$ cat src/rtl/axi_lite_master_if.sv
// AXI4-Lite bus bundle between the command-driven master and a memory-mapped slave.
// The master modport drives address/data/valid and the response readies; the slave modport mirrors it.
interface axi_lite_master_if #(
    parameter int ADDR_W = 40,
    parameter int DATA_W = 32
);
    logic [ADDR_W-1:0]   awaddr;
    logic [2:0]          awprot;
    logic                awvalid;
    logic                awready;
    logic [DATA_W-1:0]   wdata;
    logic [DATA_W/8-1:0] wstrb;
    logic                wvalid;
    logic                wready;
    logic [1:0]          bresp;
    logic                bvalid;
    logic                bready;
    logic [ADDR_W-1:0]   araddr;
    logic [2:0]          arprot;
    logic                arvalid;
    logic                arready;
    logic [DATA_W-1:0]   rdata;
    logic [1:0]          rresp;
    logic                rvalid;
    logic                rready;

    modport master (
        output awaddr, awprot, awvalid, input awready,
        output wdata, wstrb, wvalid, input wready,
        input bresp, bvalid, output bready,
        output araddr, arprot, arvalid, input arready,
        input rdata, rresp, rvalid, output rready
    );

    modport slave (
        input awaddr, awprot, awvalid, output awready,
        input wdata, wstrb, wvalid, output wready,
        output bresp, bvalid, input bready,
        input araddr, arprot, arvalid, output arready,
        output rdata, rresp, rvalid, input rready
    );
endinterface

$ cat src/rtl/axi_lite_master.sv
// Single-outstanding AXI4-Lite master: turns one command into one AXI transaction and one
// response, with a per-phase wait counter that reports a timeout and then drains the slave.
module axi_lite_master #(
    parameter int C_M_AXI_ADDR_WIDTH = 40,
    parameter int C_M_AXI_DATA_WIDTH = 32,
    parameter int TIMEOUT_CYCLES     = 1024
) (
    input  logic                            M_AXI_ACLK,
    input  logic                            M_AXI_ARESETN,
    input  logic                            cmd_valid,
    output logic                            cmd_ready,
    input  logic                            cmd_write,
    input  logic [C_M_AXI_ADDR_WIDTH-1:0]   cmd_addr,
    input  logic [C_M_AXI_DATA_WIDTH-1:0]   cmd_wdata,
    input  logic [C_M_AXI_DATA_WIDTH/8-1:0] cmd_wstrb,
    output logic                            rsp_valid,
    input  logic                            rsp_ready,
    output logic [C_M_AXI_DATA_WIDTH-1:0]   rsp_rdata,
    output logic [1:0]                      rsp_resp,
    output logic                            rsp_timeout,
    output logic [2:0]                      dbg_state_o,
    axi_lite_master_if.master               m_axi
);

    // Handshakes: a transfer happens on a rising edge where valid and ready are both high;
    // valid never waits on ready, and payload is held stable from valid until that edge.

    typedef enum logic [2:0] {
        IDLE    = 3'd0,
        WR_ADDR = 3'd1,
        WR_RESP = 3'd2,
        RD_ADDR = 3'd3,
        RD_DATA = 3'd4,
        RSP     = 3'd5,
        DRAIN   = 3'd6
    } state_e;

    localparam int DW = C_M_AXI_DATA_WIDTH;
    localparam int AW = C_M_AXI_ADDR_WIDTH;
    localparam logic [15:0] CNT_LAST = 16'(TIMEOUT_CYCLES - 1);

    state_e          state_q, state_d;
    logic [AW-1:0]   addr_q, addr_d;
    logic [DW-1:0]   wdata_q, wdata_d;
    logic [DW/8-1:0] wstrb_q, wstrb_d;
    logic            is_write_q, is_write_d;
    logic            xact_open_q, xact_open_d;
    logic            awvalid_q, awvalid_d;
    logic            wvalid_q, wvalid_d;
    logic            arvalid_q, arvalid_d;
    logic            bready_q, bready_d;
    logic            rready_q, rready_d;
    logic            cmd_ready_q, cmd_ready_d;
    logic            rsp_valid_q, rsp_valid_d;
    logic [DW-1:0]   rsp_rdata_q, rsp_rdata_d;
    logic [1:0]      rsp_resp_q, rsp_resp_d;
    logic            rsp_timeout_q, rsp_timeout_d;
    logic [15:0]     cnt_q, cnt_d;
    logic            go_timeout;
    logic            b_hs, r_hs, timeout_hit;

    assign b_hs        = bready_q && m_axi.bvalid;
    assign r_hs        = rready_q && m_axi.rvalid;
    assign timeout_hit = (cnt_q == CNT_LAST);

    always_ff @(posedge M_AXI_ACLK) begin
        if (!M_AXI_ARESETN) begin
            state_q       <= IDLE;
            addr_q        <= '0;
            wdata_q       <= '0;
            wstrb_q       <= '0;
            is_write_q    <= 1'b0;
            xact_open_q   <= 1'b0;
            awvalid_q     <= 1'b0;
            wvalid_q      <= 1'b0;
            arvalid_q     <= 1'b0;
            bready_q      <= 1'b0;
            rready_q      <= 1'b0;
            cmd_ready_q   <= 1'b0;
            rsp_valid_q   <= 1'b0;
            rsp_rdata_q   <= '0;
            rsp_resp_q    <= 2'b00;
            rsp_timeout_q <= 1'b0;
            cnt_q         <= '0;
        end else begin
            state_q       <= state_d;
            addr_q        <= addr_d;
            wdata_q       <= wdata_d;
            wstrb_q       <= wstrb_d;
            is_write_q    <= is_write_d;
            xact_open_q   <= xact_open_d;
            awvalid_q     <= awvalid_d;
            wvalid_q      <= wvalid_d;
            arvalid_q     <= arvalid_d;
            bready_q      <= bready_d;
            rready_q      <= rready_d;
            cmd_ready_q   <= cmd_ready_d;
            rsp_valid_q   <= rsp_valid_d;
            rsp_rdata_q   <= rsp_rdata_d;
            rsp_resp_q    <= rsp_resp_d;
            rsp_timeout_q <= rsp_timeout_d;
            cnt_q         <= cnt_d;
        end
    end

    always_comb begin
        state_d       = state_q;
        addr_d        = addr_q;
        wdata_d       = wdata_q;
        wstrb_d       = wstrb_q;
        is_write_d    = is_write_q;
        xact_open_d   = xact_open_q;
        awvalid_d     = awvalid_q;
        wvalid_d      = wvalid_q;
        arvalid_d     = arvalid_q;
        bready_d      = bready_q;
        rready_d      = rready_q;
        rsp_valid_d   = rsp_valid_q;
        rsp_rdata_d   = rsp_rdata_q;
        rsp_resp_d    = rsp_resp_q;
        rsp_timeout_d = rsp_timeout_q;
        cnt_d         = '0;
        go_timeout    = 1'b0;

        case (state_q)
            IDLE: begin
                if (cmd_valid && cmd_ready_q) begin
                    addr_d      = cmd_addr;
                    wdata_d     = cmd_wdata;
                    wstrb_d     = cmd_wstrb;
                    is_write_d  = cmd_write;
                    xact_open_d = 1'b1;
                    if (cmd_write) begin
                        awvalid_d = 1'b1;
                        wvalid_d  = 1'b1;
                        state_d   = WR_ADDR;
                    end else begin
                        arvalid_d = 1'b1;
                        state_d   = RD_ADDR;
                    end
                end
            end
            WR_ADDR: begin
                // AW and W retire independently; the phase ends when both have.
                awvalid_d = awvalid_q && !m_axi.awready;
                wvalid_d  = wvalid_q && !m_axi.wready;
                if (!awvalid_d && !wvalid_d) begin
                    bready_d = 1'b1;
                    state_d  = WR_RESP;
                end else if (timeout_hit) begin
                    go_timeout = 1'b1;
                end else begin
                    cnt_d = cnt_q + 16'd1;
                end
            end
            WR_RESP: begin
                if (b_hs) begin
                    rsp_valid_d   = 1'b1;
                    rsp_rdata_d   = '0;
                    rsp_resp_d    = m_axi.bresp;
                    rsp_timeout_d = 1'b0;
                    bready_d      = 1'b0;
                    xact_open_d   = 1'b0;
                    state_d       = RSP;
                end else if (timeout_hit) begin
                    go_timeout = 1'b1;
                end else begin
                    cnt_d = cnt_q + 16'd1;
                end
            end
            RD_ADDR: begin
                if (m_axi.arready) begin
                    arvalid_d = 1'b0;
                    rready_d  = 1'b1;
                    state_d   = RD_DATA;
                end else if (timeout_hit) begin
                    go_timeout = 1'b1;
                end else begin
                    cnt_d = cnt_q + 16'd1;
                end
            end
            RD_DATA: begin
                if (r_hs) begin
                    rsp_valid_d   = 1'b1;
                    rsp_rdata_d   = m_axi.rdata;
                    rsp_resp_d    = m_axi.rresp;
                    rsp_timeout_d = 1'b0;
                    rready_d      = 1'b0;
                    xact_open_d   = 1'b0;
                    state_d       = RSP;
                end else if (timeout_hit) begin
                    go_timeout = 1'b1;
                end else begin
                    cnt_d = cnt_q + 16'd1;
                end
            end
            RSP: begin
                if (rsp_ready) begin
                    rsp_valid_d = 1'b0;
                    state_d     = IDLE;
                end
            end
            DRAIN: begin
                // Finish the abandoned transaction silently while the timeout response waits.
                awvalid_d   = awvalid_q && !m_axi.awready;
                wvalid_d    = wvalid_q && !m_axi.wready;
                arvalid_d   = arvalid_q && !m_axi.arready;
                xact_open_d = xact_open_q && !b_hs && !r_hs;
                bready_d    = xact_open_d && is_write_q && !awvalid_d && !wvalid_d;
                rready_d    = xact_open_d && !is_write_q && !arvalid_d;
                if (rsp_ready) begin
                    rsp_valid_d = 1'b0;
                end
                if (!xact_open_d && !rsp_valid_d) begin
                    state_d = IDLE;
                end
            end
            default: begin
                state_d = IDLE;
            end
        endcase

        if (go_timeout) begin
            rsp_valid_d   = 1'b1;
            rsp_timeout_d = 1'b1;
            rsp_resp_d    = 2'b10;
            rsp_rdata_d   = '0;
            state_d       = DRAIN;
        end

        cmd_ready_d = (state_d == IDLE);
    end

    assign cmd_ready     = cmd_ready_q;
    assign rsp_valid     = rsp_valid_q;
    assign rsp_rdata     = rsp_rdata_q;
    assign rsp_resp      = rsp_resp_q;
    assign rsp_timeout   = rsp_timeout_q;
    assign dbg_state_o   = state_q;

    assign m_axi.awaddr  = addr_q;
    assign m_axi.awprot  = 3'b000;
    assign m_axi.awvalid = awvalid_q;
    assign m_axi.wdata   = wdata_q;
    assign m_axi.wstrb   = wstrb_q;
    assign m_axi.wvalid  = wvalid_q;
    assign m_axi.bready  = bready_q;
    assign m_axi.araddr  = addr_q;
    assign m_axi.arprot  = 3'b000;
    assign m_axi.arvalid = arvalid_q;
    assign m_axi.rready  = rready_q;

endmodule

$ cat src/flat_wrapper.sv
// flat-port wrapper written by rule: the top's interface ports become plain ports
module axi_lite_master_flat 
#(
    parameter int C_M_AXI_ADDR_WIDTH = 40,
    parameter int C_M_AXI_DATA_WIDTH = 32,
    parameter int TIMEOUT_CYCLES     = 1024
)
  (M_AXI_ACLK, M_AXI_ARESETN, cmd_valid, cmd_ready, cmd_write, cmd_addr, cmd_wdata, cmd_wstrb, rsp_valid, rsp_ready, rsp_rdata, rsp_resp, rsp_timeout, dbg_state_o, m_axi_awaddr, m_axi_awprot, m_axi_awvalid, m_axi_awready, m_axi_wdata, m_axi_wstrb, m_axi_wvalid, m_axi_wready, m_axi_bresp, m_axi_bvalid, m_axi_bready, m_axi_araddr, m_axi_arprot, m_axi_arvalid, m_axi_arready, m_axi_rdata, m_axi_rresp, m_axi_rvalid, m_axi_rready);
  axi_lite_master_if m_axi_i ();
  input  logic M_AXI_ACLK;
  input  logic M_AXI_ARESETN;
  input  logic cmd_valid;
  output logic cmd_ready;
  input  logic cmd_write;
  input  logic [C_M_AXI_ADDR_WIDTH-1:0] cmd_addr;
  input  logic [C_M_AXI_DATA_WIDTH-1:0] cmd_wdata;
  input  logic [C_M_AXI_DATA_WIDTH/8-1:0] cmd_wstrb;
  output logic rsp_valid;
  input  logic rsp_ready;
  output logic [C_M_AXI_DATA_WIDTH-1:0] rsp_rdata;
  output logic [1:0] rsp_resp;
  output logic rsp_timeout;
  output logic [2:0] dbg_state_o;
  output wire logic [$bits(m_axi_i.awaddr)-1:0] m_axi_awaddr;
  output wire logic [$bits(m_axi_i.awprot)-1:0] m_axi_awprot;
  output wire logic [$bits(m_axi_i.awvalid)-1:0] m_axi_awvalid;
  input wire logic [$bits(m_axi_i.awready)-1:0] m_axi_awready;
  output wire logic [$bits(m_axi_i.wdata)-1:0] m_axi_wdata;
  output wire logic [$bits(m_axi_i.wstrb)-1:0] m_axi_wstrb;
  output wire logic [$bits(m_axi_i.wvalid)-1:0] m_axi_wvalid;
  input wire logic [$bits(m_axi_i.wready)-1:0] m_axi_wready;
  input wire logic [$bits(m_axi_i.bresp)-1:0] m_axi_bresp;
  input wire logic [$bits(m_axi_i.bvalid)-1:0] m_axi_bvalid;
  output wire logic [$bits(m_axi_i.bready)-1:0] m_axi_bready;
  output wire logic [$bits(m_axi_i.araddr)-1:0] m_axi_araddr;
  output wire logic [$bits(m_axi_i.arprot)-1:0] m_axi_arprot;
  output wire logic [$bits(m_axi_i.arvalid)-1:0] m_axi_arvalid;
  input wire logic [$bits(m_axi_i.arready)-1:0] m_axi_arready;
  input wire logic [$bits(m_axi_i.rdata)-1:0] m_axi_rdata;
  input wire logic [$bits(m_axi_i.rresp)-1:0] m_axi_rresp;
  input wire logic [$bits(m_axi_i.rvalid)-1:0] m_axi_rvalid;
  output wire logic [$bits(m_axi_i.rready)-1:0] m_axi_rready;
  assign m_axi_awaddr = m_axi_i.awaddr;
  assign m_axi_awprot = m_axi_i.awprot;
  assign m_axi_awvalid = m_axi_i.awvalid;
  assign m_axi_i.awready = m_axi_awready;
  assign m_axi_wdata = m_axi_i.wdata;
  assign m_axi_wstrb = m_axi_i.wstrb;
  assign m_axi_wvalid = m_axi_i.wvalid;
  assign m_axi_i.wready = m_axi_wready;
  assign m_axi_i.bresp = m_axi_bresp;
  assign m_axi_i.bvalid = m_axi_bvalid;
  assign m_axi_bready = m_axi_i.bready;
  assign m_axi_araddr = m_axi_i.araddr;
  assign m_axi_arprot = m_axi_i.arprot;
  assign m_axi_arvalid = m_axi_i.arvalid;
  assign m_axi_i.arready = m_axi_arready;
  assign m_axi_i.rdata = m_axi_rdata;
  assign m_axi_i.rresp = m_axi_rresp;
  assign m_axi_i.rvalid = m_axi_rvalid;
  assign m_axi_rready = m_axi_i.rready;
  axi_lite_master #(.C_M_AXI_ADDR_WIDTH(C_M_AXI_ADDR_WIDTH), .C_M_AXI_DATA_WIDTH(C_M_AXI_DATA_WIDTH), .TIMEOUT_CYCLES(TIMEOUT_CYCLES)) u_core (.M_AXI_ACLK(M_AXI_ACLK), .M_AXI_ARESETN(M_AXI_ARESETN), .cmd_valid(cmd_valid), .cmd_ready(cmd_ready), .cmd_write(cmd_write), .cmd_addr(cmd_addr), .cmd_wdata(cmd_wdata), .cmd_wstrb(cmd_wstrb), .rsp_valid(rsp_valid), .rsp_ready(rsp_ready), .rsp_rdata(rsp_rdata), .rsp_resp(rsp_resp), .rsp_timeout(rsp_timeout), .dbg_state_o(dbg_state_o), .m_axi(m_axi_i));
endmodule
$ cat config.mk
export PLATFORM = sky130hd
export DESIGN_NAME = axi_lite_master_flat
export DESIGN_NICKNAME = d
export VERILOG_FILES = /design/src/rtl/axi_lite_master_if.sv /design/src/rtl/axi_lite_master.sv /design/src/flat_wrapper.sv
export SDC_FILE = /design/constraint.sdc
export NUM_CORES = 1
export LEC_CHECK = 0
export BUFFER_PORTS_ARGS = -buffer_cell sky130_fd_sc_hd__buf_2
export CAP_MARGIN = 0
export CORE_ASPECT_RATIO = 1.5
export CORE_MARGIN = 2
export CORE_UTILIZATION = 47
export CTS_CLUSTER_SIZE = 8
export DETAILED_ROUTE_END_ITERATION = 10
export PLACE_DENSITY = 0.9
export SYNTH_ARGS = -nofsm -noshare
export SYNTH_HDL_FRONTEND = slang
export SYNTH_SLANG_ARGS = --single-unit
$ cat constraint.sdc
create_clock -name M_AXI_ACLK -period 2.5 [get_ports M_AXI_ACLK]
set_input_delay 0.625 -clock M_AXI_ACLK [delete_from_list [all_inputs] [get_ports M_AXI_ACLK]]
set_output_delay 0.625 -clock M_AXI_ACLK [all_outputs]
set_load 0.05 [all_outputs]
==> results of run 1 <==
[logic make-up (layout without fill, tap and decap cells)]
group	count (synthesis)	count (layout)
AOI/OAI and AO/OA	150	150
xor gates and xnor gates	13	13
adders and majority gates	1	1
buffers and inverters	98	337
DFF	139	139
muxes	3	3
other	1	7
and+or+nand+nor	308	308
[cells in the final DEF, fill, tap and decap left out, drive strengths merged, types with 4 or more instances in the layout]
cell type,netlist,routed
o21ai,7,7
inv,6,9
nor2,28,28
conb,1,6
clkbuf,33,20
buf,59,299
nor3,4,4
a21oi,41,41
a21boi,80,80
nand4,5,5
a31oi,4,4
nor2b,10,10
nand2,202,202
o31ai,4,4
xor2,10,10
dfxtp,139,139
nand3,41,41
[through the flow]
stage | worst slack, ns | utilization [%] | instance area [um^2] | std cells | hold slack [ns]
after floorplan | 0.291 | - | 6050 | 718 | 0.437
after global placement | 0.356 | 58.0 | 7260 | 1081 | 0.438
after detailed placement | 0.334 | 58.0 | 7260 | 1081 | 0.442
after CTS | 0.354 | 62.9 | 7880 | 1113 | 0.440
after global routing | 0.186 | 63.0 | 7880 | 1114 | 0.446
final | 0.328 | 63.0 | 7880 | 1114 | 0.448
[state kept, by name, indices dropped and copies added (netlist names)]
| register | cells |
|---|---|
| u_core.m_axi.araddr | 40 |
| u_core.m_axi.wdata | 32 |
| u_core.rsp_rdata | 32 |
| u_core.cnt_q | 16 |
| u_core.m_axi.wstrb | 4 |
| u_core.dbg_state_o | 3 |
| u_core.rsp_resp | 2 |
| u_core.cmd_ready | 1 |
| u_core.is_write_q | 1 |
| u_core.m_axi.arvalid | 1 |
| u_core.m_axi.awvalid | 1 |
| u_core.m_axi.bready | 1 |
| u_core.m_axi.rready | 1 |
| u_core.m_axi.wvalid | 1 |
| u_core.rsp_timeout | 1 |
| u_core.rsp_valid | 1 |
| u_core.xact_open_q | 1 |
[worst paths after layout]
path                                         endpoint  slack [ns]  cells after the start
worst max-delay path             u_core.rsp_rdata[16]        0.33                      7
worst min-delay path            u_core.m_axi.wdata[4]        0.45                      2
worst max register to register   u_core.rsp_rdata[16]        0.33                      7
worst min register to register  u_core.m_axi.wdata[4]        0.45                      2
[critical path: cells and delay by family (launching register included)]
| kind | cells | cell delay [ns] |
|---|---|---|
| flip-flops | 1 | 0.38 |
| AO/OA/AOI/OAI | 2 | 0.36 |
| adder cells (fa/ha/maj) | 1 | 0.22 |
| AND/OR/NAND/NOR | 3 | 0.89 |
| buffers and inverters | 1 | 0.21 |
[power by group]
part | switching (mW) | total, mW | internal (mW)
registers | 0.105 | 2.46 | 2.36
logic | 1.14 | 1.51 | 0.369
clock network | 0.971 | 2.61 | 1.63
[cell type report]
| class | count | area, um^2 | share of cell area [%] |
|---|---|---|---|
| Sequential cell | 139 | 2780 | 35.3 |
| Multi-Input combinational cell | 481 | 2680 | 34.0 |
| Timing Repair Buffer | 299 | 1580 | 20.0 |
| Clock buffer | 20 | 457 | 5.80 |
| Tap cell | 156 | 195 | 2.48 |
| Clock inverter | 12 | 161 | 2.05 |
| Inverter | 6 | 22.5 | 0.286 |
| Antenna cell | 1 | 2.50 | 0.0318 |
[synthesized netlist by cell type (2+ instances only)]
cell type and n:
a211oi_1 3, a21boi_0 75, a21boi_1 5, a21oi_1 9, a21oi_2 32, a31oi_1 4, a32oi_1 2, and3_1 2
buf_1 3, buf_2 4, buf_4 47, buf_6 2, buf_8 3, clkbuf_1 33, dfxtp_1 139, inv_1 6
mux2i_1 3, nand2_1 202, nand2b_1 2, nand3_1 41, nand4_1 5, nand4b_1 2, nor2_1 28, nor2b_1 10
nor3_1 3, nor4_2 2, o211ai_1 2, o21a_1 2, o21ai_0 7, o31a_1 2, o31ai_1 4, or3b_2 2
xnor2_1 3, xor2_1 10
[layer usage]
layer  wire, um  global-route usage (%)
met3       1170                    7.23
met4        629                    12.5
met1       6100                    24.3
met2       8760                    41.7
met5          0                       0
==> flow_summary.yaml, run 1 <==
pwr:
  total_power_mw: 6.58
  vdd_drop_max_uv: 629
  power_density_mw_per_mm2: 835
  p_leak_nw: 3.53
floorplan:
  core_area_mm2: 0.0125
  start_util_pct: 48.2
  die_y_um: 143
  die_area_mm2: 0.0138
  fp.dieW_um: 96.5
  rows: 50
  ios: 289
routing:
  post-route-drc-count: 0
  firstDrtPassIters: 5
  vias: 5641
  drt-initial-drc-count: 178
  wl_per_cell_um: 15.0
  wirelength_um: 16700
  vias_per_cell: 5.06
  antenna_left: 0
worst_hold_path:
  hold_class: "flop to flop"
  hp-start: "u_core.m_axi.wdata[4]"
clocking:
  cts_made_buffers: 17
  cts-root-buf: "clkbuf_16"
  clk_latency_ns: 0.41
  clk_pin_slew_ns: 0.06
  htreeDepth: 4
  cts_tree: "built"
  cts_sinks: 139
  ctsLongestPathBuffers: 2
  cts_hold_buf: 0
  cts_resized: 0
  postCtsSetupBuffers: 0
timing:
  worstMarginPinSlew_ns: 0.517
  slew_violations: 0
  setup_violations: 0
  post-route-min-period_ns: 2.17
  slew_headroom_pct: 65.2
  fin_crit_sh_pct: 86.9
  final.setup.tns_ns: 0
  max_freq_ghz: 0.461
  finalHoldViolCount: 0
  rsz0062_at_grt: "false"
  fin_skew_ns: 0.0113
yosys:
  synth_cell_types: 48
  synth_seq_cells: 139
  synth_xor_area_share_pct: 1.89
  synth.avg_cell_area_um2: 8.46
  synth_largest_area_cell: "dfxtp_1"
  synthCells: 713
  synthesis.area_mm2: 0.00603
  synth_adder_area_share_pct: 0.208
  synth_compound_area_share_pct: 18.9
  yosysSeqAreaShare_pct: 46.2
  synth-edff-count: 0
  ys.warnings.count: 0
  ys_top_cells_by_area: "dfxtp_1 (46%), nand2_1 (13%), a21boi_0 (9.3%)"
  synth-simple-area-share_pct: 22.4
  synth_mux_area_share_pct: 0.498
  synth_top_family_by_area: "simple AND/OR/NAND/NOR gates"
  synth_ff_type: "dfxtp_1"
  async_flop_share_pct: 0
  synth_top_area_share_pct: 46.2
cells_and_area:
  drive_gt1_share_pct: 38.9
  nNetsFinal: 1067
  area_growth_pct: 30.7
  n_fill_cell: 1061
setup_path:
  path_class: "flop to flop"
  slowest_delay_ns: 0.41
  critPathRequiredTime_ns: 2.80
  crit_path_start: "u_core.cnt_q[0]"
  end_kind: "flop"
  path_cells: "ha_1 -> nand3_1 -> nor3_1 -> o311a_4 -> nand2b_4 -> buf_4 -> a21oi_2"
  startpoint_type: "flop"
  cp_slowest_cell: "nor3_1"
  r2r-start: "u_core.cnt_q[0]"
  critical_path_arrival_ns: 2.48
  worstPathMaxFanout: 20
global_route:
  grt_pass1_vias: 5334
  grt_antenna_before_repair: 1
  grt_pass1_wl_um: 25200
  overflow: 0
  grt_util_all_layers_pct: 23.5
  grt_max_degree: 78
run:
  max_cap_violations: 0
place:
  gp_congestion: 0.898
  io_buffers: 282
  dpl.hpwl_um: 12300
outcome:
  status: "complete, no violations"
No activity file was read; power rests on OpenSTA's default activity.
==> run 2: changes to the inputs <==
- ABC_AREA: default -> 1
- CORE_UTILIZATION: 47 -> 46
- PLACE_DENSITY: 0.9 -> 0.89
==> run 2 against run 1 <==
Clock skew shrank 0.00077 ns; via count grew 4.9%; worst setup slack gained 0.15 ns; non-clock buffer count shrank 10; combinational power grew 52%; final cell count grew 9.0%; area after synthesis shrank 0.91%.
==> flow_summary.yaml, run 2 <==
pwr:
  power_density_mw_per_mm2: 969
  switching_share_pct: 40.2
  vdd_drop_max_uv: 533
  power.switching_mw: 2.99
  p_leak_nw: 3.88
  p_clk_share_pct: 33.7
  p_seq_share_pct: 35.5
  p_int_mw: 4.44
  total_power_mw: 7.42
  p_comb_share_pct: 30.8
global_route:
  grt_pass1_vias: 5330
  grt_pass1_wl_um: 25100
  grt_util_all_layers_pct: 21.9
  overflow: 0
  grt_antenna_before_repair: 1
  grt_max_degree: 83
clocking:
  postCtsSetupBuffers: 0
  cts_tree: "built"
  htreeDepth: 4
  ctsLongestPathBuffers: 2
  cts_resized: 0
  cts_hold_buf: 0
  cts_sinks: 139
  clk_pin_slew_ns: 0.07
  clk_latency_ns: 0.41
  cts_made_buffers: 17
  cts-root-buf: "clkbuf_16"
yosys:
  synth_largest_area_cell: "dfxtp_1"
  async_flop_share_pct: 0
  synthCells: 817
  ys_top_cells_by_area: "dfxtp_1 (47%), nor2_1 (14%), o21ai_0 (9.0%)"
  synth_cell_types: 29
  ys_top_cells_by_count: "nor2_1 (227), dfxtp_1 (139), nand2_1 (135)"
  synth_most_common_cell: "nor2_1"
  synth_top_area_share_pct: 46.6
  synthesis.area_mm2: 0.00597
  synth-edff-count: 0
  synth_seq_cells: 139
  synth.avg_cell_area_um2: 7.31
  ys.warnings.count: 0
  yosysSeqAreaShare_pct: 46.6
  synth_ff_type: "dfxtp_1"
cells_and_area:
  final_cell_mix: "buf_2 (282), nor2_1 (227), dfxtp_1 (139), nand2_1 (135), o21ai_0 (107)"
  drive_gt1_share_pct: 33.4
  layout_commonest_cell: "buf_2"
  seq_area_mm2: 0.00278
  largest_reg_flops: 40
  multi_input_area_mm2: 0.00249
  area_growth_pct: 28.3
  stdcell_area_mm2: 0.00766
  nNetsFinal: 1165
  stdcell_count: 1214
  n_fill_cell: 1141
timing:
  max_freq_ghz: 0.494
  fin_skew_ns: 0.0105
  rsz0062_at_grt: "false"
  slew_violations: 0
  final.setup.tns_ns: 0
  setup_violations: 0
  finalHoldViolCount: 0
  fin_crit_sh_pct: 81.1
  fin_hold_ws_ns: 0.436
  worstMarginPinSlew_ns: 0.734
  slew_headroom_pct: 51.1
  post-route-min-period_ns: 2.03
setup_path:
  crit_buf_inv: 1
  critPathRequiredTime_ns: 1.88
  worstPathMaxFanout: 11
  path_cells: "buf_2"
  r2r_cells: 8
  r2r-start: "u_core.dbg_state_o[0]"
  cp_slowest_cell: "dfxtp_1"
  end_kind: "output port"
  slowest_delay_ns: 0.63
  path_class: "flop to output port"
  startpoint_type: "flop"
  critical_path_arrival_ns: 1.40
  rrSetupSlack_ns: 0.51
  r2r_end: "u_core.rsp_rdata[30]"
  critPathTopFamily: "flip-flops"
routing:
  wl_per_cell_um: 13.1
  wirelength_um: 15900
  firstDrtPassIters: 5
  vias_per_cell: 4.87
  antenna_left: 0
  drt-initial-drc-count: 224
  vias: 5917
  post-route-drc-count: 0
run:
  max_cap_violations: 0
worst_hold_path:
  worstHoldEndpoint: "u_core.m_axi.araddr[34]"
  hp-start: "cmd_addr[34]"
  hold-path-cell-count: 3
  hold_class: "input port to flop"
floorplan:
  die_area_mm2: 0.0139
  start_util_pct: 46.6
  ios: 289
  fp.dieW_um: 97.1
  rows: 51
  die_y_um: 144
  core_area_mm2: 0.0128
outcome:
  status: "complete, no violations"
place:
  io_buffers: 282
  gp_congestion: 0.912
  place_inst: 1182
  placed_cell_area_mm2: 0.00708
  dpl.hpwl_um: 11500
-- run 2: cell count changes in the layout (fill, tap and decap cells not counted), sizes merged, moves of 10 or more --
cell	before	now
a21boi	80	0
a21oi	41	11
buf	299	289
inv	9	40
nand2	202	143
nand3	41	24
nor2	28	245
nor2b	10	0
o21ai	7	116
-- run 2: cell families after synthesis --
logic type | after synthesis | synth area share [%]
AND/OR/NAND/NOR | 417 | 29.0
flip-flops | 139 | 46.6
AO/OA/AOI/OAI | 128 | 10.7
buffers and inverters | 121 | 12.0
XOR/XNOR | 10 | 1.47
adder cells (fa/ha/maj) | 1 | 0.209
other | 1 | 0.0628
-- run 2: cell type report --
cell class,count,share of cell area (%)
clock inverters,14,2.09
inverters,33,1.62
multi-input cells,562,32.5
diodes,1,0.0326
flip-flops and latches,139,36.3
well taps,159,2.60
repair buffers,289,19.3
clock buffers,17,5.55
-- run 2: worst max-delay path by stage --
stage / from / end / slack (ns) / cells after the start
floorplan: u_core.dbg_state_o[1] / u_core.rsp_rdata[14] / 0.72 / 11
global placement: m_axi_rvalid / u_core.rsp_rdata[27] / 0.57 / 9
detailed placement: m_axi_bvalid / u_core.rsp_rdata[30] / 0.50 / 8
CTS: u_core.dbg_state_o[2] / dbg_state_o[2] / 0.47 / 1
global route: u_core.dbg_state_o[1] / u_core.rsp_rdata[29] / 0.30 / 8
finish: u_core.dbg_state_o[2] / dbg_state_o[2] / 0.47 / 1
-- run 2: per-layer routing --
metal	part of all wire, %	GRT usage (%)	routed length, um	vias up
li1	-	-	-	2971
met1	42	26.6	6640	2687
met2	49	35.8	7750	243
met3	8.1	7.88	1290	16
met4	1.5	8.08	233	0
met5	0	0	0	-
-- run 2: power by group through the flow --
stage                     Sequential [mW]  Combinational [mW]  Clock (mW)
final                                2.64                2.29        2.50
after global routing                 2.67                2.43        2.63
after CTS                            2.63                2.29        2.54
after detailed placement             2.67                2.29           0
after global placement               2.67                2.26           0
after floorplan                      3.47                1.08           0
-- run 2: through the flow --
stage / worst slack (ns) / util (%)
6_report: 0.474 / 59.8
2_1_floorplan: 0.723 / -
5_1_grt: 0.303 / 59.7
4_1_cts: 0.475 / 59.7
3_3_place_gp: 0.571 / 55.2
3_5_place_dp: 0.496 / 55.2
==> run 3: changes to the inputs <==
- CORE_UTILIZATION: 46 -> 42
- PLACE_DENSITY: 0.89 -> 0.86
- clock period: 2.5 -> 1.6 ns (I/O delays scaled with it)
==> run 3 against run 2 <==
Count of clock-buffer cells in the layout did not move; die area rose by 9.2%; critical path depth did not move; largest cell class unchanged.
==> flow_summary.yaml, run 3 (synthesized netlist as in run 2, its figures left out) <==
outcome:
  status: "complete, no violations"
timing:
  slew_violations: 0
  setup_violations: 0
  fin_crit_sh_pct: 96.8
  finalHoldViolCount: 0
  finalWorstSetupSlack_ns: 0.0516
  post-route-min-period_ns: 1.55
  fin_skew_ns: 0.00984
  max_freq_ghz: 0.646
setup_path:
  slowest_delay_ns: 0.44
  crit_buf_inv: 1
  path_class: "flop to output port"
  end_kind: "output port"
  critPathTopFamily: "flip-flops"
  path_cells: "buf_2"
  critPathRequiredTime_ns: 1.20
  cp.depth: 1
  critical_path_arrival_ns: 1.15
  worstPathMaxFanout: 9
  cp_slowest_cell: "dfxtp_4"
  startpoint_type: "flop"
  r2r_cells: 9
cells_and_area:
  n_fill_cell: 1278
  final_cell_mix: "buf_2 (280), nor2_1 (226), nand2_1 (135), dfxtp_1 (134), o21ai_0 (107)"
  multi_input_area_mm2: 0.00253
  layout_commonest_cell: "buf_2"
  nNetsFinal: 1181
  seq_area_mm2: 0.00280
  area_growth_pct: 34.1
  largest_reg_flops: 40
  drive_gt1_share_pct: 35.1
  stdcell_area_mm2: 0.00801
  diodes: 0
routing:
  wl_per_cell_um: 13.2
  post-route-drc-count: 0
  vias: 5942
  firstDrtPassIters: 5
  vias_per_cell: 4.70
  wirelength_um: 16700
  antenna_left: 0
  drt-initial-drc-count: 243
floorplan:
  start_util_pct: 42.7
  fp.dieW_um: 101
  die_y_um: 150
  die_area_mm2: 0.0152
  ios: 289
  core_area_mm2: 0.0140
  rows: 53
clocking:
  cts-root-buf: "clkbuf_16"
  clk_pin_slew_ns: 0.07
  cts_hold_buf: 0
  htreeDepth: 4
  ctsLongestPathBuffers: 2
  clk_latency_ns: 0.41
  cts_made_buffers: 17
  cts_tree: "built"
  cts_sinks: 139
run:
  max_cap_violations: 0
place:
  pre_cts_slack_ns: 0.0224
  placed_cell_area_mm2: 0.00726
  dpl.hpwl_um: 11800
  io_buffers: 282
  gp_congestion: 0.903
worst_hold_path:
  hold_class: "input port to flop"
  hold-path-cell-count: 3
pwr:
  p_comb_share_pct: 31.0
  p_seq_share_pct: 35.2
  p_int_mw: 6.89
  power.switching_mw: 4.82
  p_leak_nw: 4.02
  power_density_mw_per_mm2: 1460
  p_clk_share_pct: 33.7
  switching_share_pct: 41.2
  vdd_drop_max_uv: 1010
  total_power_mw: 11.7
global_route:
  grt_pass1_wl_um: 24800
  grt_antenna_before_repair: 1
  grt_max_degree: 77
  grt_pass1_vias: 5354
  grt_util_all_layers_pct: 20.3
  overflow: 0
==> run 3: changes by cell type in the layout (fill, tap and decap cells not counted), moves of 3 or more <==
cell       before  now
dfxtp_4         0    3
inv_6           6    3
clkinv_8        0    3
inv_8           1    4
buf_4           6   15
clkbuf_16      17   20
dfxtp_1       139  134
buf_12          1    6
==> run 3: layout make-up <==
| cell class | instances | share of cell area, % |
|---|---|---|
| well taps | 192 | 3.00 |
| repair buffers | 305 | 21.5 |
| clock inverters | 15 | 2.23 |
| clock buffers | 17 | 5.31 |
| flip-flops and latches | 139 | 34.9 |
| multi-input cells | 562 | 31.5 |
| inverters | 33 | 1.55 |
==> run 3: power by group through the flow <==
| stage | Sequential, mW | Clock [mW] | Combinational [mW] |
|---|---|---|---|
| floorplan | 5.42 | 0 | 1.69 |
| global placement | 4.18 | 0 | 3.57 |
| detailed placement | 4.19 | 0 | 3.61 |
| CTS | 4.12 | 4.05 | 3.62 |
| global route | 4.17 | 4.20 | 3.86 |
| finish | 4.12 | 3.95 | 3.63 |
==> run 3: worst paths after layout <==
path                         start                       to  slack [ns]
max          u_core.dbg_state_o[1]           dbg_state_o[1]        0.05
min                   cmd_addr[26]  u_core.m_axi.araddr[26]        0.21
max reg2reg        u_core.cnt_q[1]     u_core.rsp_rdata[12]        0.10
min reg2reg        u_core.cnt_q[0]          u_core.cnt_q[0]        0.42
==> run 3: stage by stage <==
stage	setup TNS [ns]	hold slack, ns	util (%)	instances
6_report	0	0.206	57.3	1263
5_1_grt	-0.0245	0.206	57.3	1263
4_1_cts	0	0.196	56.3	1257
3_5_place_dp	0	0.445	51.9	1225
3_3_place_gp	0	0.430	51.9	1225
2_1_floorplan	0	0.417	-	822
==> run 3: layer usage <==
layer | track usage [%] | vias up | wire [um]
met4 | 6.89 | 0 | 324
li1 | - | 3008 | -
met2 | 35.4 | 269 | 8480
met1 | 23.9 | 2640 | 6660
met3 | 5.28 | 25 | 1270
met5 | 0 | - | 0
==> run 3: what timing repair did <==
action,CTS,global route
endpoints found under the setup margin,3,50
resized for setup,4,7
cloned,0,4
buffers inserted,0,2
pin swaps,0,4
